File: src/rtl/noc_flit_pkg.sv
// Shared definitions for the NoC flit sender: flit type codes, FSM states and
// head-flit field placement.
package noc_flit_pkg;

    typedef enum logic [1:0] {
        FLIT_BODY   = 2'b00,
        FLIT_HEAD   = 2'b01,
        FLIT_TAIL   = 2'b10,
        FLIT_SINGLE = 2'b11
    } flit_type_e;

    typedef enum logic [1:0] {
        S_IDLE = 2'b00,
        S_HEAD = 2'b01,
        S_BODY = 2'b10
    } state_e;

    // Head payload layout: destination at the bottom, length directly above it.
    localparam int unsigned HEAD_DEST_LSB = 0;

    function automatic int unsigned head_len_lsb(input int unsigned dest_bits);
        return HEAD_DEST_LSB + dest_bits;
    endfunction

endpackage

File: src/rtl/credit_counter.sv
// Saturating link credit counter: starts full, decrements per flit sent,
// increments per credit returned, and flags credits returned beyond the maximum.
module credit_counter #(
    parameter int unsigned CREDITS = 6,
    parameter int unsigned WIDTH   = 4
) (
    input  logic             clk,
    input  logic             reset,
    input  logic             consume,
    input  logic             credit_in,
    output logic [WIDTH-1:0] count,
    output logic             has_credit,
    output logic             err
);

    localparam logic [WIDTH-1:0] MAX = WIDTH'(CREDITS);

    logic [WIDTH-1:0] count_q, count_d;
    logic             err_q, err_d;

    always_comb begin
        count_d = count_q;
        err_d   = err_q;
        case ({consume, credit_in})
            2'b10:   count_d = count_q - WIDTH'(1);
            2'b01: begin
                if (count_q == MAX) err_d = 1'b1;
                else                count_d = count_q + WIDTH'(1);
            end
            default: ;
        endcase
    end

    always_ff @(posedge clk) begin
        if (reset) begin
            count_q <= MAX;
            err_q   <= 1'b0;
        end else begin
            count_q <= count_d;
            err_q   <= err_d;
        end
    end

    assign count      = count_q;
    assign has_credit = (count_q != '0);
    assign err        = err_q;

endmodule

File: src/rtl/noc_flit_sender.sv
// Credit-based link transmitter: turns a packet descriptor plus payload stream
// into head/body/tail flits written into a downstream router FIFO.
module noc_flit_sender #(
    parameter int unsigned DATA_WIDTH   = 32,
    parameter int unsigned DEST_BITS    = 4,
    parameter int unsigned LEN_BITS     = 4,
    parameter int unsigned Q_DEPTH_BITS = 3,
    parameter int unsigned CREDITS      = (1 << Q_DEPTH_BITS) - 2
) (
    input  logic                    clk,
    input  logic                    reset,
    input  logic                    ON,
    input  logic                    pkt_valid,
    input  logic [DEST_BITS-1:0]    pkt_dest,
    input  logic [LEN_BITS-1:0]     pkt_len,
    output logic                    pkt_ready,
    input  logic [DATA_WIDTH-1:0]   word_data,
    input  logic                    word_valid,
    output logic                    word_ready,
    output logic [DATA_WIDTH+1:0]   flit_data,
    output logic                    flit_wrtEn,
    input  logic                    link_full,
    input  logic                    credit_in,
    output logic [Q_DEPTH_BITS:0]   credits,
    output logic                    busy,
    output logic                    credit_err
);

    import noc_flit_pkg::*;

    localparam int unsigned LEN_LSB = head_len_lsb(DEST_BITS);

    state_e                  state_q, state_d;
    logic [DEST_BITS-1:0]    dest_q, dest_d;
    logic [LEN_BITS-1:0]     len_q, len_d;
    logic [LEN_BITS-1:0]     rem_q, rem_d;
    logic [DATA_WIDTH+1:0]   last_q;
    logic [DATA_WIDTH-1:0]   head_word;
    logic [DATA_WIDTH-1:0]   fdata;
    flit_type_e              ftype;
    logic                    has_credit;
    logic                    can_send;

    credit_counter #(
        .CREDITS (CREDITS),
        .WIDTH   (Q_DEPTH_BITS + 1)
    ) u_credits (
        .clk        (clk),
        .reset      (reset),
        .consume    (flit_wrtEn),
        .credit_in  (credit_in),
        .count      (credits),
        .has_credit (has_credit),
        .err        (credit_err)
    );

    // Strobes are masked while reset is asserted so the reset cycle itself is quiet.
    assign can_send = ON & has_credit & ~link_full & ~reset;

    always_comb begin
        head_word                           = '0;
        head_word[HEAD_DEST_LSB +: DEST_BITS] = dest_q;
        head_word[LEN_LSB +: LEN_BITS]      = len_q;
    end

    always_comb begin
        state_d    = state_q;
        dest_d     = dest_q;
        len_d      = len_q;
        rem_d      = rem_q;
        pkt_ready  = 1'b0;
        word_ready = 1'b0;
        flit_wrtEn = 1'b0;
        ftype      = FLIT_BODY;
        fdata      = '0;
        case (state_q)
            S_IDLE: begin
                if (ON && pkt_valid && !reset) begin
                    pkt_ready = 1'b1;
                    dest_d    = pkt_dest;
                    len_d     = pkt_len;
                    state_d   = S_HEAD;
                end
            end
            S_HEAD: begin
                if (can_send) begin
                    flit_wrtEn = 1'b1;
                    fdata      = head_word;
                    if (len_q == '0) begin
                        ftype   = FLIT_SINGLE;
                        state_d = S_IDLE;
                    end else begin
                        ftype   = FLIT_HEAD;
                        rem_d   = len_q;
                        state_d = S_BODY;
                    end
                end
            end
            S_BODY: begin
                if (can_send && word_valid) begin
                    flit_wrtEn = 1'b1;
                    word_ready = 1'b1;
                    fdata      = word_data;
                    rem_d      = rem_q - LEN_BITS'(1);
                    if (rem_q == LEN_BITS'(1)) begin
                        ftype   = FLIT_TAIL;
                        state_d = S_IDLE;
                    end else begin
                        ftype   = FLIT_BODY;
                    end
                end
            end
            default: state_d = S_IDLE;
        endcase
    end

    assign flit_data = flit_wrtEn ? {ftype, fdata} : last_q;
    assign busy      = (state_q != S_IDLE);

    always_ff @(posedge clk) begin
        if (reset) begin
            state_q <= S_IDLE;
            dest_q  <= '0;
            len_q   <= '0;
            rem_q   <= '0;
            last_q  <= '0;
        end else begin
            state_q <= state_d;
            dest_q  <= dest_d;
            len_q   <= len_d;
            rem_q   <= rem_d;
            last_q  <= flit_data;
        end
    end

endmodule

File: config.mk
export PLATFORM = sky130hd
export DESIGN_NAME = noc_flit_sender
export DESIGN_NICKNAME = d
export VERILOG_FILES = /design/src/rtl/noc_flit_pkg.sv /design/src/rtl/credit_counter.sv /design/src/rtl/noc_flit_sender.sv
export SDC_FILE = /design/constraint.sdc
export NUM_CORES = 1
export LEC_CHECK = 0
export ABC_AREA = 1
export CAP_MARGIN = 25
export CORE_MARGIN = 4
export CORE_UTILIZATION = 42
export CTS_CLUSTER_SIZE = 12
export DETAILED_ROUTE_END_ITERATION = 16
export GPL_ROUTABILITY_DRIVEN = 0
export GPL_TIMING_DRIVEN = 0
export PLACE_DENSITY = 0.89
export REMOVE_ABC_BUFFERS = 1
export SLEW_MARGIN = 40
export SYNTH_ARGS = -nofsm -noshare
export SYNTH_HDL_FRONTEND = slang
export SYNTH_HIERARCHICAL = 1
export SYNTH_SLANG_ARGS = --single-unit
File: constraint.sdc
create_clock -name clk -period 2.3 [get_ports clk]
set_input_delay 0.69 -clock clk [delete_from_list [all_inputs] [get_ports clk]]
set_output_delay 0.69 -clock clk [all_outputs]
set_load 0.03 [all_outputs]
==> flow_summary.toml, run 1 <==
[power_and_ir_drop]
p_leak_nw = 2.30
power_frac_comb_pct = 50.5
peakVddDrop_v = 0.000579
clkPwrFrac_pct = 16.8
finalPower_mw = 3.36
powerDensity_mw_per_mm2 = 643
p_seq_share_pct = 32.6
p_sw_share_pct = 42.3
p_switching_mw = 1.42
p_int_mw = 1.94

[detailed_routing]
postRouteAntennaNets = 0
route.detailed.drc = 0
vias_per_cell = 5.73
wl_met1_um = 4530
num_vias = 3587
highest_layer = "met4"
wl_met3_um = 800
drtIter0Drc = 240
routed_wl_um = 12300
dr_wl_met2_um = 6460
drt_pass1_iterations = 5
wl_per_cell_um = 19.7

[floorplanning]
io_pins = 90
rows = 29
die_height_um = 89.1
core-area_mm2 = 0.00639
dieArea_mm2 = 0.00795
start_util_pct = 43.3
die_w_um = 89.1

[clock_tree]
cts_tree = "yes"
insertion_delay_ps = 320
hold_buffers = 0
clock_sinks = 53
clk_path_buf_depth = 2
h-tree-depth = 2
cts_buffers = 5
clockRootBuffer = "clkbuf_8"
cts.clk_slew.worst_paths_ps = 110

[setup_path]
cp.required_ps = 1610
rr_startpoint = "u_credits/count[2]$_SDFFE_PP1P_"
rr_worst_depth = 18
path_max_fanout = 6
startpoint = "u_credits/count[2]$_SDFFE_PP1P_"
path_class = "reg -> out"
reg2reg_slack_ps = -120
cp-start-kind = "flop"
arrival_ps = 1900
r2r-end = "u_credits/count[3]$_SDFFE_PP0P_"
end_kind = "output pin"

[sta]
maxSlewViolCount = 0
period_needed_ps = 2590
fmaxAchievable_ghz = 0.385
fin_ws_ps = -294
hold_viol_final = 0
finalClockSkew_ps = 11.5
period_share_pct = 113
relSlewSlack_pct = 78.0
rsz0062_at_grt = "yes"
holdWs_ps = 478
tightest_slew_ps = 329
setup_viol = 39

[grt]
grt_max_degree = 22
grt_pass1_wl_um = 16700
grt_usage_pct = 27.3
grt_pass1_vias = 3487
grt-ovfl-total = 0
antenna_found_initial = 0

[synth]
ys_ff_latch = 53
yosys.area.top_type = "dfxtp_1"
synth_flop_cell = "dfxtp_1"
async_reset_ff_share_pct = 0
synth-edff-count = 0
yosys_warnings = 6
synthCells = 401
netlist.area_leader.share_pct = 38.4
synth.distinct_cells = 29
synth_area_leaders = "dfxtp_1 38%, nand2_1 20%, nand3_1 8.9%"
avgSynthCellArea_um2 = 6.90
synth_area_mm2 = 0.00277
ys_seq_area_share_pct = 38.4

[status]
violations = "negative setup slack"
status = "finished, violations left"

[placed_design]
dp.cells = 549
dpl.hpwl_um = 5060
io_buffers = 89
place_ws_ps = -1920

[min_path]
hold_depth = 2
hold_class = "reg -> reg"
hold_start = "dest_q[2]$_SDFFE_PP0P_"
hold_end = "dest_q[2]$_SDFFE_PP0P_"

[layout]
utilization_pct = 81.8
area_growth_syn_to_layout_pct = 89.0
diodes = 0
drive_gt1_share_pct = 44.8
nets = 603
instances_no_fill = 626
n_fill_cell = 355

[job]
drv_cap = 0
[placed cells by master (no fill, tap or decap), types with 4 or more instances in the layout]
master and count:
a21oi_1 31, a21oi_2 11, buf_12 8, buf_4 43
buf_6 40, clkbuf_8 5, clkdlybuf4s50_1 46, dfxtp_1 47
ha_4 4, inv_1 15, inv_2 6, nand2_1 102
nand2_2 45, nand2_4 8, nand2_8 8, nand3_1 16
nand3_2 10, nand3_4 24, nand4_1 11, nor2_1 22
nor2_4 4, o21ai_0 4
[layout make-up]
class	count	area, µm²	area share [%]
clock buffer	5	68.8	1.32
clock inverter	3	21.3	0.407
multi-input combinational	312	2240	42.8
timing repair inverter	2	27.5	0.527
inverter	27	139	2.66
sequential	53	1080	20.6
timing repair buffer	147	1560	29.8
tap	77	96.3	1.84
[critical path, cell delays in order (launching register included)]
cell and delay [ps]:
dfxtp_2 360, nor2_2 50, nand2_2 100, nand2_2 80, nor2_4 200, nand4_4 130, buf_12 200, buf_8 130
nand2_8 70, nand2_4 60, nand2_4 60, buf_6 130
[flip-flops by register name, indices dropped and copies added (netlist names)]
name and cells:
last_q 34, dest_q 4, len_q 4, rem_q 4
u_credits/count 4, state_q 2, u_credits/err 1
[how the worst max path moves through the flow]
stage,cells after the start,end
floorplan,8,flit_data[33]
global placement,9,flit_data[18]
detailed placement,8,flit_data[19]
CTS,12,flit_data[33]
global route,12,flit_data[4]
finish,11,flit_data[33]
[power groups by stage]
stage / registers, mW / logic [mW] / clock network [mW]
floorplan: 1.17 / 0.636 / 0
global placement: 1.11 / 0.985 / 0
detailed placement: 1.12 / 1.02 / 0
CTS: 1.09 / 1.52 / 0.560
global route: 1.11 / 1.81 / 0.595
finish: 1.10 / 1.70 / 0.565
[what timing repair did]
item,CTS,global route
gates cloned,13,1
buffers inserted,48,14
resized for setup,385,74
pin swaps,22,32
setup endpoints to repair,68,41
[logic make-up (layout without fill, tap and decap cells)]
logic type      after synthesis  after routing  share of synthesized area (%)
flops                        53             53                           38.4
compound gates               47             47                           9.95
fa+ha+maj                     8              8                           3.89
simple gates                247            256                           39.7
buf+inv                      45            184                           7.74
xor+xnor                      1              1                          0.317
[Yosys cell counts, drive strengths merged (2+ instances only)]
cell / instances
a21oi: 42
buf: 14
clkbuf: 4
dfxtp: 53
ha: 7
inv: 26
nand2: 156
nand3: 50
nand4: 12
nor2: 27
o21ai: 4
or2: 2
[through the flow]
| stage | area (µm²) | TNS [ps] |
|---|---|---|
| after floorplan | 2660 | -15690 |
| after global placement | 3640 | -198100 |
| after detailed placement | 3640 | -85810 |
| after CTS | 4870 | -5830 |
| after global routing | 5230 | -10890 |
| final | 5230 | -8460 |
[layer usage]
metal  global-route usage (%)  vias to the layer above
met3                     4.61                       62
met5                        0                        -
li1                         -                     1613
met1                     30.8                     1701
met4                     12.6                        0
met2                     49.6                      211
Power figures use the tool's default switching activity.
==> run 2, diff against run 1 <==
Settings changed: ABC_AREA 1 to not set, CORE_UTILIZATION 42 to 41.
==> flow_summary.toml, run 2 <==
[status]
status = "finished, violations left"
violations = "negative setup slack"

[clock_tree]
h-tree-depth = 2
clk_path_buf_depth = 2
cts.clk_slew.worst_paths_ps = 100
clockRootBuffer = "clkbuf_8"
cts_tree = "yes"
clock_sinks = 53
insertion_delay_ps = 310
cts_buffers = 5
hold_buffers = 0

[synth]
async_reset_ff_share_pct = 0
synth_top_family_by_area = "compound AO/OA/AOI/OAI gates"
synthSimpleGateAreaFrac_pct = 20.4
yosys_warnings = 6
synthCells = 267
synth.distinct_cells = 45
synth-edff-count = 0
synth_area_leaders = "dfxtp_1 42%, a22o_1 8.2%, a22o_4 6.9%"
synth_flop_cell = "dfxtp_1"
synth_most_common_cell = "dfxtp_1"
yosys.area.top_type = "dfxtp_1"
synthAdderAreaFrac_pct = 4.21
synth_area_mm2 = 0.00256
ys_ff_latch = 53
synth_common_cells = "53 x dfxtp_1, 37 x nand2_1, 25 x and2_1, 24 x a22o_1, 20 x a21oi_1"
synth_xor_area_share_pct = 0.685
ys_seq_area_share_pct = 41.5
synth_mux_area_share_pct = 1.62
avgSynthCellArea_um2 = 9.57
synth-compound-area-share_pct = 25.6
netlist.area_leader.share_pct = 41.5

[setup_path]
path_max_fanout = 6
arrival_ps = 2280
cpMaxStageDelayCell = "or4_4"
path_common_cell = "buf_6"
cp.required_ps = 1610
r2r-end = "u_credits/count[3]$_SDFFE_PP0P_"
rr_startpoint = "u_credits/count[2]$_SDFFE_PP1P_"
path_class = "reg -> out"
reg2reg_slack_ps = -410
slowest_delay_ps = 550
end_kind = "output pin"
cp-start-kind = "flop"
crit_chain = "or4_4 -> and4bb_4 -> buf_6 -> buf_6 -> and3_4 -> a22o_4 -> buf_6"
rr_worst_depth = 11

[floorplanning]
rows = 28
core-area_mm2 = 0.00599
dieArea_mm2 = 0.00756
die_height_um = 87.0
die_w_um = 87.0
io_pins = 90
start_util_pct = 42.7

[sta]
relSlewSlack_pct = 51.6
rsz0062_at_grt = "yes"
tightest_slew_ps = 725
period_share_pct = 129
maxSlewViolCount = 0
holdWs_ps = 464
fin_ws_ps = -673
period_needed_ps = 2970
fmaxAchievable_ghz = 0.336
finalClockSkew_ps = 7.64
hold_viol_final = 0
setup_viol = 39

[job]
drv_cap = 0

[layout]
top_register = "last_q"
diodes = 0
final_area_mm2 = 0.00419
nets = 441
area_growth_syn_to_layout_pct = 63.9
utilization_pct = 69.9
final_cell_mix = "50 x dfxtp_1, 47 x buf_6, 46 x clkdlybuf4s50_1"
n_fill_cell = 452
drive_gt1_share_pct = 36.2
layout_commonest_cell = "dfxtp_1"
largest_reg_flops = 34

[detailed_routing]
wl_per_cell_um = 16.7
routed_wl_um = 7740
route.detailed.drc = 0
drtIter0Drc = 82
drt_pass1_iterations = 4
num_vias = 2442
vias_per_cell = 5.29
postRouteAntennaNets = 0

[grt]
grt_pass1_vias = 2491
grt_pass1_wl_um = 11900
grt_usage_pct = 19.9
grt_max_degree = 30
antenna_found_initial = 0
grt-ovfl-total = 0

[placed_design]
io_buffers = 89
place_ws_ps = -1550
dpl_cell_area_mm2 = 0.00346
dpl.hpwl_um = 4610

[min_path]
hold_start = "dest_q[2]$_SDFFE_PP0P_"
hold_depth = 2
hold_class = "reg -> reg"
hold_end = "dest_q[2]$_SDFFE_PP0P_"

[power_and_ir_drop]
p_leak_nw = 1.74
powerDensity_mw_per_mm2 = 632
finalPower_mw = 2.65
peakVddDrop_v = 0.000677
[run 2: worst max path at each step]
stage / startpoint / end
finish: u_credits/count[2]$_SDFFE_PP1P_ / flit_data[15]
detailed placement: ON / flit_data[10]
global route: u_credits/count[2]$_SDFFE_PP1P_ / flit_data[15]
CTS: u_credits/count[0]$_SDFFE_PP0P_ / flit_data[15]
floorplan: u_credits/count[0]$_SDFFE_PP0P_ / u_credits/count[3]$_SDFFE_PP0P_
global placement: reset / u_credits/count[3]$_SDFFE_PP0P_
[run 2: cells by family (layout without fill, tap and decap cells)]
logic type	Yosys count	in the layout
buffers and inverters	28	146
muxes	4	4
and+or+nand+nor	99	101
AOI/OAI and AO/OA	73	73
xor gates and xnor gates	2	2
adders and majority gates	8	8
DFF	53	53
[run 2: stage by stage]
stage | TNS, ps | std cells
2_1_floorplan | -20970 | 252
3_3_place_gp | -133530 | 416
3_5_place_dp | -66160 | 418
4_1_cts | -21520 | 457
5_1_grt | -24130 | 462
6_report | -21900 | 462
[run 2: worst max-delay path: cells and delay by family, from the launching register on]
family,cells,cell delay [ps]
AND/OR/NAND/NOR,3,1010
buffers and inverters,3,380
flip-flops,1,350
AO/OA/AOI/OAI,1,230
[run 2: layout make-up]
class                           instances  area (µm²)  area share (%)
Sequential cell                        53        1070            25.6
Clock buffer                            6        72.6            1.73
Inverter                               13        56.3            1.34
Tap cell                               75        93.8            2.24
Timing Repair Buffer                  125        1300            31.0
Multi-Input combinational cell        188        1590            37.9
Clock inverter                          2        10.0           0.239
[run 2: timing repair]
action / CTS / global route
gates cloned: 3 / 0
resized for setup: 313 / 30
pin swaps: 28 / 18
setup endpoints to repair: 62 / 40
setup buffers: 28 / 8
[run 2: per-layer routing]
layer,global-route usage [%],up-vias,wire [µm]
met5,0,-,0
met4,5.52,0,72
met3,3.41,8,463
met1,21.9,1165,3090
li1,-,1184,-
met2,38.6,85,4110
[run 2: power by group]
| group | leakage, nW | total [mW] | switching, mW | internal [mW] |
|---|---|---|---|---|
| Sequential | 0.429 | 1.05 | 0.0611 | 0.992 |
| Combinational | 1.27 | 1.08 | 0.564 | 0.512 |
| Clock | 0.0450 | 0.521 | 0.308 | 0.212 |
